### src/rtl/sd_access_arbiter.sv
// Two-client arbiter in front of sd_controller: grants whole sector transactions,
// issues sd_wr/sd_rd for the owner, routes byte strobes and data, and reports done/err.
module sd_access_arbiter #(
  parameter int BLOCK_BYTES   = 512,
  parameter int ISSUE_TIMEOUT = 1024
) (
  input  logic        clk,
  input  logic        reset_n,
  input  logic        c0_req,
  input  logic        c0_we,
  input  logic [31:0] c0_address,
  input  logic [7:0]  c0_din,
  output logic        c0_gnt,
  output logic        c0_next_byte,
  output logic [7:0]  c0_dout,
  output logic        c0_byte_available,
  output logic        c0_done,
  output logic        c0_err,
  input  logic        c1_req,
  input  logic        c1_we,
  input  logic [31:0] c1_address,
  input  logic [7:0]  c1_din,
  output logic        c1_gnt,
  output logic        c1_next_byte,
  output logic [7:0]  c1_dout,
  output logic        c1_byte_available,
  output logic        c1_done,
  output logic        c1_err,
  input  logic        sd_ready,
  input  logic        sd_ready_for_next_byte,
  input  logic        sd_byte_available,
  input  logic [7:0]  sd_dout,
  output logic        sd_wr,
  output logic        sd_rd,
  output logic [31:0] sd_address,
  output logic [7:0]  sd_din,
  output logic [1:0]  fsm_state
);

  localparam int TW = $clog2(ISSUE_TIMEOUT + 1);
  localparam logic [TW-1:0] TLAST    = TW'(ISSUE_TIMEOUT - 1);
  localparam logic [9:0]    BB       = 10'(BLOCK_BYTES);
  localparam logic [9:0]    CNT_MAX  = 10'h3FF;

  typedef enum logic [1:0] {IDLE = 2'd0, ISSUE = 2'd1, BUSY = 2'd2, DONE = 2'd3} state_t;

  state_t        state_q, state_d;
  logic          owner, prio, we_l, err_l, gnt_l, strb_prev;
  logic [9:0]    byte_cnt;
  logic [TW-1:0] timer;
  logic          pick, grant, timeout, strobe, done_now, err_now;

  // Handshake: a client holds req (with we/address) level-high until its done
  // pulse; the transaction is accepted on the edge where gnt is registered.
  always_comb begin
    state_d = state_q;
    grant   = 1'b0;
    timeout = 1'b0;
    pick    = (c0_req && c1_req) ? prio : c1_req;
    case (state_q)
      IDLE:  if (sd_ready && (c0_req || c1_req)) begin
               grant   = 1'b1;
               state_d = ISSUE;
             end
      ISSUE: if (!sd_ready) begin
               state_d = BUSY;
             end else if (timer == TLAST) begin
               timeout = 1'b1;
               state_d = DONE;
             end
      BUSY:  if (sd_ready) state_d = DONE;
      DONE:  state_d = IDLE;
      default: state_d = IDLE;
    endcase
  end

  always_ff @(posedge clk or negedge reset_n) begin
    if (!reset_n) state_q <= IDLE;
    else          state_q <= state_d;
  end

  always_ff @(posedge clk or negedge reset_n) begin
    if (!reset_n) begin
      owner      <= 1'b0;
      prio       <= 1'b0;
      we_l       <= 1'b0;
      err_l      <= 1'b0;
      gnt_l      <= 1'b0;
      strb_prev  <= 1'b0;
      byte_cnt   <= '0;
      timer      <= '0;
      sd_wr      <= 1'b0;
      sd_rd      <= 1'b0;
      sd_address <= '0;
    end else begin
      strb_prev <= strobe;
      if (grant) begin
        owner      <= pick;
        gnt_l      <= 1'b1;
        sd_address <= pick ? c1_address : c0_address;
        we_l       <= pick ? c1_we : c0_we;
        sd_wr      <= pick ? c1_we : c0_we;
        sd_rd      <= pick ? !c1_we : !c0_we;
        byte_cnt   <= '0;
        timer      <= '0;
      end
      if (state_q == ISSUE) begin
        timer <= timer + TW'(1);
        if (state_d != ISSUE) begin
          sd_wr <= 1'b0;
          sd_rd <= 1'b0;
        end
        if (timeout) err_l <= 1'b1;
      end
      // Count rising edges only; the controller may hold a strobe for several cycles.
      if (state_q == BUSY && strobe && !strb_prev && byte_cnt != CNT_MAX)
        byte_cnt <= byte_cnt + 10'd1;
      if (state_q == DONE) begin
        gnt_l <= 1'b0;
        prio  <= ~owner;
        err_l <= 1'b0;
      end
    end
  end

  assign strobe   = we_l ? sd_ready_for_next_byte : sd_byte_available;
  assign done_now = (state_q == DONE);
  assign err_now  = err_l | (byte_cnt != BB);

  assign c0_gnt            = gnt_l & ~owner;
  assign c1_gnt            = gnt_l & owner;
  assign c0_next_byte      = sd_ready_for_next_byte & c0_gnt;
  assign c1_next_byte      = sd_ready_for_next_byte & c1_gnt;
  assign c0_byte_available = sd_byte_available & c0_gnt;
  assign c1_byte_available = sd_byte_available & c1_gnt;
  assign c0_dout           = c0_gnt ? sd_dout : 8'h00;
  assign c1_dout           = c1_gnt ? sd_dout : 8'h00;
  assign c0_done           = done_now & ~owner;
  assign c1_done           = done_now & owner;
  assign c0_err            = done_now & ~owner & err_now;
  assign c1_err            = done_now & owner & err_now;
  assign sd_din            = c0_gnt ? c0_din : (c1_gnt ? c1_din : 8'h00);
  assign fsm_state         = state_q;

endmodule

### config.mk
export PLATFORM = sky130hd
export DESIGN_NAME = sd_access_arbiter
export DESIGN_NICKNAME = d
export VERILOG_FILES = /design/src/rtl/sd_access_arbiter.sv
export SDC_FILE = /design/constraint.sdc
export NUM_CORES = 1
export LEC_CHECK = 0
export BUFFER_PORTS_ARGS = -buffer_cell sky130_fd_sc_hd__buf_4
export CORE_MARGIN = 3
export CORE_UTILIZATION = 45
export DETAILED_ROUTE_END_ITERATION = 8
export PLACE_DENSITY_LB_ADDON = 0.05
export SYNTH_ARGS = -nofsm -noshare
export SYNTH_HDL_FRONTEND = slang
export SYNTH_SLANG_ARGS = --single-unit
### constraint.sdc
create_clock -name clk -period 4.5 [get_ports clk]
set_input_delay 0.9 -clock clk [delete_from_list [all_inputs] [get_ports clk]]
set_output_delay 0.9 -clock clk [all_outputs]
set_load 0.02 [all_outputs]
# Yosys cells after proc, flatten, opt, wreduce, memory -nomap -nowiden
# Cells that the tools add are included.
# Widths: inputs -> output; s select.
[word_totals] ff_bits=63 out_inout_bits=70
[classes] n_addsub=2 eq_ne=7 n_mux=34 bitwise_logic=12 n_reduce_logical=16
[ops] operator="$mux 32" count=1
[ops] operator="$mux 8" count=4
[ops] operator="$mux 11" count=2
[ops] operator="$mux 1" count=20
[ops] operator="$mux 10" count=2
[ops] operator="$ne 10x10->1 const B" count=2
[ops] operator="$add 11x1->11 const B" count=1
[ops] operator="$eq 11x10->1 const B" count=1
[ops] operator="$add 10x1->10 const B" count=1
[ops] operator="$and 1x1->1" count=10
[ops] operator="$reduce_bool 2->1" count=5
[ops] operator="$mux 2" count=4
[ops] operator="$pmux 2 s4" count=1
[ops] operator="$logic_and 1x1->1" count=5
[ops] operator="$eq 2x2->1 const B" count=2
[ops] operator="$logic_not 1->1" count=3
[ops] operator="$eq 2x1->1 const B" count=1
[ops] operator="$logic_not 2->1" count=1
[ops] operator="$ne 2x1->1 const B" count=1
[ops] operator="$reduce_and 2->1" count=1
[ops] operator="$logic_or 1x1->1" count=1
[ops] operator="$not 1->1" count=1
[ops] operator="$or 1x1->1" count=1

# Longest topological paths before layout
# Gate-level depths: netlist (run 1).
[depth] ltp_word=7 mapped_depth=6 depth_no_buf=5

# Worst setup path after synthesis (run 1)
# OpenSTA, ideal clock, no wires.
[synth_timing] kind="flip-flop to output port" start="reg byte_cnt[0]" end="out c0_err" arrival_time_ps=1383 required_time_ps=3600 slack_ps=2217 stages_incl_launch_ff=6 cell_sequence="dfrtp_1 > inv_1 > ha_1 > nor4b_1 > and4b_1 > nor3_1"
[synth_between] elab_chain_len=3
[synth_lines] element="from (decl)" line_no="49" text="logic [9:0] byte_cnt;"
[synth_lines] element="from (signal assigned)" line_no="117" text="byte_cnt <= byte_cnt + 10'd1;"
[synth_lines] element="$ne 10x10->1" line_no="128" text="assign err_now = err_l | (byte_cnt != BB);"
[synth_lines] element="$or 1x1->1" line_no="128"
[synth_lines] element="$and 1x1->1" line_no="140" text="assign c0_err = done_now & ~owner & err_now;"
[synth_lines] element="to (decl)" line_no="18" text="output logic c0_err,"
# No other way between the ends.

# Final worst setup path (run 1)
[layout_timing] start="reg owner" end="out c0_dout[4]"
[layout_between] elab_chain_len=3
[layout_lines] element="from (decl)" line_no="48" text="logic owner, prio, we_l, err_l, gnt_l, strb_prev;"
[layout_lines] element="from (signal assigned)" line_no="98" text="owner <= pick;"
[layout_lines] element="$not 1->1" line_no="130" text="assign c0_gnt = gnt_l & ~owner;"
[layout_lines] element="$and 1x1->1" line_no="130"
[layout_lines] element="$mux 8" line_no="136" text="assign c0_dout = c0_gnt ? sd_dout : 8'h00;"
[layout_lines] element="to (decl)" line_no="15" text="output logic [7:0] c0_dout,"
# No other way between the ends.

==> results of run 1 <==
==> cell usage after synthesis, drive strengths merged <==
cell type / count / area share
a21boi: 2 / 0.0044
and2b: 1 / 0.0026
inv: 11 / 0.012
a21oi: 5 / 0.0074
nand3: 17 / 0.027
and3: 14 / 0.027
a31oi: 4 / 0.0074
or2: 2 / 0.0037
nor4b: 1 / 0.0026
nor2: 7 / 0.0078
a311o: 1 / 0.0030
o21ai: 43 / 0.064
o211a: 1 / 0.0030
or4: 3 / 0.0067
xor2: 1 / 0.0026
nor4: 4 / 0.0074
nand2: 58 / 0.064
and2: 11 / 0.020
ha: 3 / 0.011
nor3: 4 / 0.0074
o21a: 1 / 0.0022
and4: 2 / 0.0052
o31ai: 1 / 0.0022
a21o: 1 / 0.0022
clkbuf: 12 / 0.013
o211ai: 3 / 0.0067
nor2b: 11 / 0.020
mux2i: 46 / 0.14
buf: 7 / 0.010
dfrtp: 63 / 0.47
nand4: 5 / 0.0092
or3: 3 / 0.0074
o221ai: 6 / 0.016
nand2b: 3 / 0.0078
and4b: 1 / 0.0030
o311ai: 1 / 0.0026
==> power breakdown <==
group          internal [mW]  switching, mW
sequential             0.749          0.175
combinational          0.535          0.643
clock                  0.209          0.208
==> worst reg2reg max path, delay by kind of cell, from the launching register on <==
kind,cells,cell delay [ns]
and+or+nand+nor,2,0.71
AOI/OAI and AO/OA,2,0.80
DFF,1,0.48
==> layout make-up <==
| type | instances | area, um^2 |
|---|---|---|
| Fill cell | 571 | 2211 |
| Tap cell | 96 | 120.1 |
| Clock buffer | 11 | 141.4 |
| Sequential cell | 63 | 1577 |
| Timing Repair Buffer | 167 | 1254 |
| Clock inverter | 4 | 22.52 |
| Multi-Input combinational cell | 266 | 1690 |
| Inverter | 11 | 41.29 |
==> sequential cells by signal (all words and copies together) (netlist names) <==
register    flops
byte_cnt       10
err_l           1
fsm_state       2
gnt_l           1
owner           1
prio            1
sd_address     32
sd_rd           1
sd_wr           1
strb_prev       1
timer          11
we_l            1
==> through the flow <==
step	worst slack [ns]	cell area [um^2]
finish	1.669	4846
detailed placement	1.867	4682
floorplan	2.217	3385
global placement	1.915	4682
CTS	1.647	4846
global route	1.493	4846
==> per-layer routing <==
layer | vias to the layer above | GRT usage | wire length, um
li1 | 1590 | - | -
met4 | 0 | 0.06349 | 104
met1 | 1427 | 0.2745 | 3721
met3 | 11 | 0.06661 | 978
met2 | 160 | 0.3142 | 4092
met5 | - | 0 | 0
==> cell families after synthesis <==
| group | synth area share |
|---|---|
| AND/OR/NAND/NOR | 0.2288 |
| AO/OA/AOI/OAI | 0.1201 |
| adder cells (fa/ha/maj) | 0.01109 |
| flip-flops | 0.4658 |
| buffers and inverters | 0.03549 |
| multiplexers | 0.1360 |
| XOR/XNOR | 0.002588 |
==> how the worst max path moves through the flow <==
| stage | startpoint | endpoint | cells after the start |
|---|---|---|---|
| floorplan | byte_cnt[0] | c0_err | 5 |
| global placement | c1_req | timer[7] | 6 |
| detailed placement | c1_req | timer[7] | 6 |
| CTS | owner | c0_dout[4] | 3 |
| global route | owner | c0_dout[0] | 3 |
| finish | owner | c0_dout[4] | 3 |
==> flow_metrics.py, run 1 <==
metrics = {
    "critical_path": {
        "critPathBufInv": 1,
        "crit_chain": "nor2b_1 > and2_1 > buf_4",
        "worst-setup-path-type": "reg -> out",
        "crit_path_top_delay_cell": "dfrtp_1",
        "startpoint_type": "register",
        "setup.worst_path.end_class": "output pin",
        "critPathArrivalTime_ns": 1.93,
        "crit_family": "simple AND/OR/NAND/NOR gates",
        "critPathMaxFanout": 24,
        "r2r_cells": 4,
        "r2r-end": "byte_cnt[8]",
        "worstReg2RegStart": "fsm_state[1]",
        "cpPeakStageDelay_ns": 0.68,
        "required_ns": 3.60,
        "r2r_slack_ns": 2.35,
    },
    "grt": {
        "grt-ovfl-total": 0,
        "first_global_vias": 2919,
        "grt_start_max_net_pins": 64,
        "grt_pass1_wl_mm": 14.07,
        "grt_usage": 0.2043,
        "antenna_found_initial": 0,
    },
    "route": {
        "drc": 0,
        "drt_iter0_markers": 117,
        "vias_per_cell": 5.159,
        "drt_wl_total_mm": 8.896,
        "antenna_left": 0,
        "wl_per_cell_um": 14.39,
        "num_vias": 3188,
        "drt_pass1_iterations": 4,
    },
    "floorplanning": {
        "dieArea_mm2": 0.008598,
        "fp.coreArea_mm2": 0.007057,
        "die_w_um": 92.73,
        "rows": 30,
        "die_h_um": 92.73,
        "io_pins": 167,
        "initial_core_util": 0.4796,
    },
    "yosys": {
        "syn-instance-count": 359,
        "yosys_warnings": 0,
        "ys_ff_latch": 63,
        "synth_area_mm2": 0.003384,
        "ys_seq_area_frac": 0.4658,
        "syn_nets": 459,
        "yosysUniqueCellTypes": 44,
        "post_synth.cell_area_avg_um2": 9.428,
    },
    "sta": {
        "min_period_ns": 2.831,
        "hold_slack_ns": 0.4826,
        "worstMarginPinSlew_ns": 0.9585,
        "fmax_ghz": 0.3532,
        "hold_viol": 0,
        "fin_setup_tns_ns": 0,
        "skew_ns": 0.005624,
        "slew_headroom": 0.3587,
        "setup_viol": 0,
        "rsz0062_at_grt": "no",
        "report.final.slew_viol_count": 0,
        "fin_crit_sh": 0.6291,
    },
    "clock_network": {
        "cts.repair.resized": 0,
        "cts.path.max_buffers": 2,
        "htreeDepth": 3,
        "cts_tree": "yes",
        "numCtsBuffers": 9,
        "clkLatencyLatePin_ns": 0.33,
        "clk_pin_slew_ns": 0.07,
        "cts-hold-fix-buffers": 0,
        "cts_setup_buffers": 0,
        "cts_sinks": 63,
        "clockRootBuffer": "clkbuf_8",
    },
    "hold_path": {
        "holdPathEnd": "timer[10]",
        "worstHoldStart": "timer[10]",
        "holdPathStages": 1,
        "hp-class": "reg -> reg",
    },
    "power_and_ir_drop": {
        "p_leak_nw": 2.505,
        "max-vdd-ir-drop_mv": 0.2677,
        "powerDensity_mw_per_mm2": 520.0,
        "total_power_mw": 2.520,
    },
    "placed_design": {
        "dp.cells": 603,
        "dp_hpwl_mm": 6.810,
        "gp_congestion": 0.8415,
        "io_buffers": 166,
    },
    "outcome": {
        "status": "finished clean",
    },
    "finish": {
        "antenna_cells": 0,
        "layout_common_cells": "buf_4 (167), dfrtp_1 (63), nand2_1 (57), mux2i_1 (46), o21ai_0 (41)",
        "fin_util": 0.6867,
        "area_growth_pct": 43.18,
        "drive_gt1_frac": 0.3678,
        "fin_nets": 618,
        "final_common_cell": "buf_4",
        "stdcell_count": 618,
    },
    "flow_run": {
        "maxCapViolCount": 0,
    },
}
No activity file was read; power rests on OpenSTA's default activity.
==> inputs of run 2 (changes only) <==
==> constraint.sdc (replaced) <==
create_clock -name clk -period 2.7 [get_ports clk]
set_input_delay 0.54 -clock clk [delete_from_list [all_inputs] [get_ports clk]]
set_output_delay 0.54 -clock clk [all_outputs]
set_load 0.02 [all_outputs]
==> flow_metrics.py, run 2 (synthesis results as in run 1) <==
metrics = {
    "floorplanning": {
        "die_h_um": 92.73,
        "initial_core_util": 0.4796,
        "io_pins": 167,
        "rows": 30,
        "dieArea_mm2": 0.008598,
        "die_w_um": 92.73,
        "fp.coreArea_mm2": 0.007057,
    },
    "sta": {
        "slew_headroom": 0.4722,
        "skew_ns": 0.005583,
        "worstMarginPinSlew_ns": 0.7917,
        "report.final.slew_viol_count": 0,
        "fin_setup_tns_ns": 0,
        "setup_viol": 0,
        "hold_viol": 0,
        "rsz0062_at_grt": "no",
        "fmax_ghz": 0.4294,
        "min_period_ns": 2.329,
        "fin_crit_sh": 0.8625,
    },
    "route": {
        "antenna_left": 0,
        "drc": 0,
        "drt_pass1_iterations": 4,
        "wl_per_cell_um": 14.76,
        "num_vias": 3268,
        "drt_iter0_markers": 178,
        "vias_per_cell": 5.254,
        "drt_wl_total_mm": 9.178,
    },
    "power_and_ir_drop": {
        "powerDensity_mw_per_mm2": 886.0,
        "p_leak_nw": 2.556,
        "max-vdd-ir-drop_mv": 0.4433,
        "total_power_mw": 4.375,
    },
    "finish": {
        "final_common_cell": "buf_4",
        "layout_common_cells": "buf_4 (168), dfrtp_1 (63), nand2_1 (57), mux2i_1 (46), o21ai_0 (41)",
        "fin_nets": 621,
        "drive_gt1_frac": 0.3726,
        "largest_reg_flops": 32,
        "antenna_cells": 0,
        "seq_area_mm2": 0.001577,
        "multi_input_area_mm2": 0.001690,
        "top_register": "sd_address",
        "area_growth_pct": 45.92,
        "top_regs": "sd_address: 32 flops, timer: 11 flops, byte_cnt: 10 flops",
        "fillers": 578,
    },
    "critical_path": {
        "r2r_slack_ns": 0.66,
        "critPathArrivalTime_ns": 1.79,
        "setup.worst_path.end_class": "output pin",
        "cpPeakStageDelay_ns": 0.41,
        "crit_family": "simple AND/OR/NAND/NOR gates",
        "startpoint_type": "register",
        "critPathBufInv": 2,
        "crit_path_top_delay_cell": "dfrtp_1",
        "worstReg2RegStart": "byte_cnt[0]",
        "crit_start": "byte_cnt[0]",
        "crit_chain": "inv_1 > ha_1 > nor4b_1 > and4b_1 > nor3_1 > buf_4",
        "r2r_cells": 5,
        "cp_num_cells": 6,
        "required_ns": 2.16,
        "r2r-end": "byte_cnt[8]",
        "critPathMaxFanout": 4,
        "worst-setup-path-type": "reg -> out",
        "worstSetupEndpoint": "c0_err",
    },
    "clock_network": {
        "cts_tree": "yes",
        "cts.repair.resized": 0,
        "clk_pin_slew_ns": 0.07,
        "cts.path.max_buffers": 2,
        "clkLatencyLatePin_ns": 0.33,
        "cts-hold-fix-buffers": 0,
        "numCtsBuffers": 9,
        "cts_sinks": 63,
        "clockRootBuffer": "clkbuf_8",
        "cts_setup_buffers": 0,
        "htreeDepth": 3,
    },
    "outcome": {
        "status": "finished clean",
    },
    "grt": {
        "grt_usage": 0.2160,
        "antenna_found_initial": 0,
        "grt_pass1_wl_mm": 14.95,
        "grt_start_max_net_pins": 65,
        "first_global_vias": 3250,
        "grt-ovfl-total": 0,
    },
    "flow_run": {
        "maxCapViolCount": 0,
    },
    "placed_design": {
        "gp_congestion": 0.8867,
        "io_buffers": 166,
        "dp_hpwl_mm": 6.937,
    },
    "hold_path": {
        "hp-class": "in -> async",
    },
}
[run 2: final cells by class]
cell class	count	share of cell area
Clock buffer	13	0.03420
Clock inverter	3	0.008107
Inverter	11	0.008361
Multi-Input combinational cell	266	0.3423
Sequential cell	63	0.3192
Tap cell	96	0.02432
Timing Repair Buffer	170	0.2635
[run 2: how the worst min path moves through the flow]
stage	depth (start not counted)	slack, ns	end
4_1_cts	1	0.31	sd_address[20]
3_5_place_dp	1	0.47	prio
6_report	1	0.28	prio
2_1_floorplan	0	0.24	byte_cnt[0]
5_1_grt	1	0.33	prio
3_3_place_gp	1	0.46	timer[10]
[run 2: worst register-to-register path: stages, from the launching register on]
cell and delay [ns]:
dfrtp_1 0.41, ha_1 0.25, and4_1 0.27, and3_2 0.25, o21ai_1 0.48, o221ai_1 0.23
[run 2: per-stage QoR]
stage,setup WS [ns],util,std cells,hold WS [ns],instance area [um^2]
after CTS,0.3569,0.6998,622,0.3113,4938
after global routing,0.1661,0.6998,622,0.3343,4938
after detailed placement,0.6958,0.6702,606,0.4658,4730
final,0.3711,0.6998,622,0.2756,4938
after global placement,0.7446,0.6702,606,0.4617,4730
after floorplan,0.7767,-,359,0.2444,3385
[run 2: layer usage]
metal  vias up  part of all wire  track usage
li1       1601                 -            -
met1      1471              0.39       0.2631
met2       183              0.46       0.3480
met3        13              0.13      0.07474
met4         0             0.019      0.09280
met5         -                 0            0
[run 2: report_power, final]
part           internal, mW  total, mW  leakage (nW)  switching, mW
clock                 0.500      0.854         0.109          0.355
combinational         0.910       2.01          1.64           1.10
sequential             1.25       1.51         0.808          0.257
total                  2.66       4.38          2.56           1.72
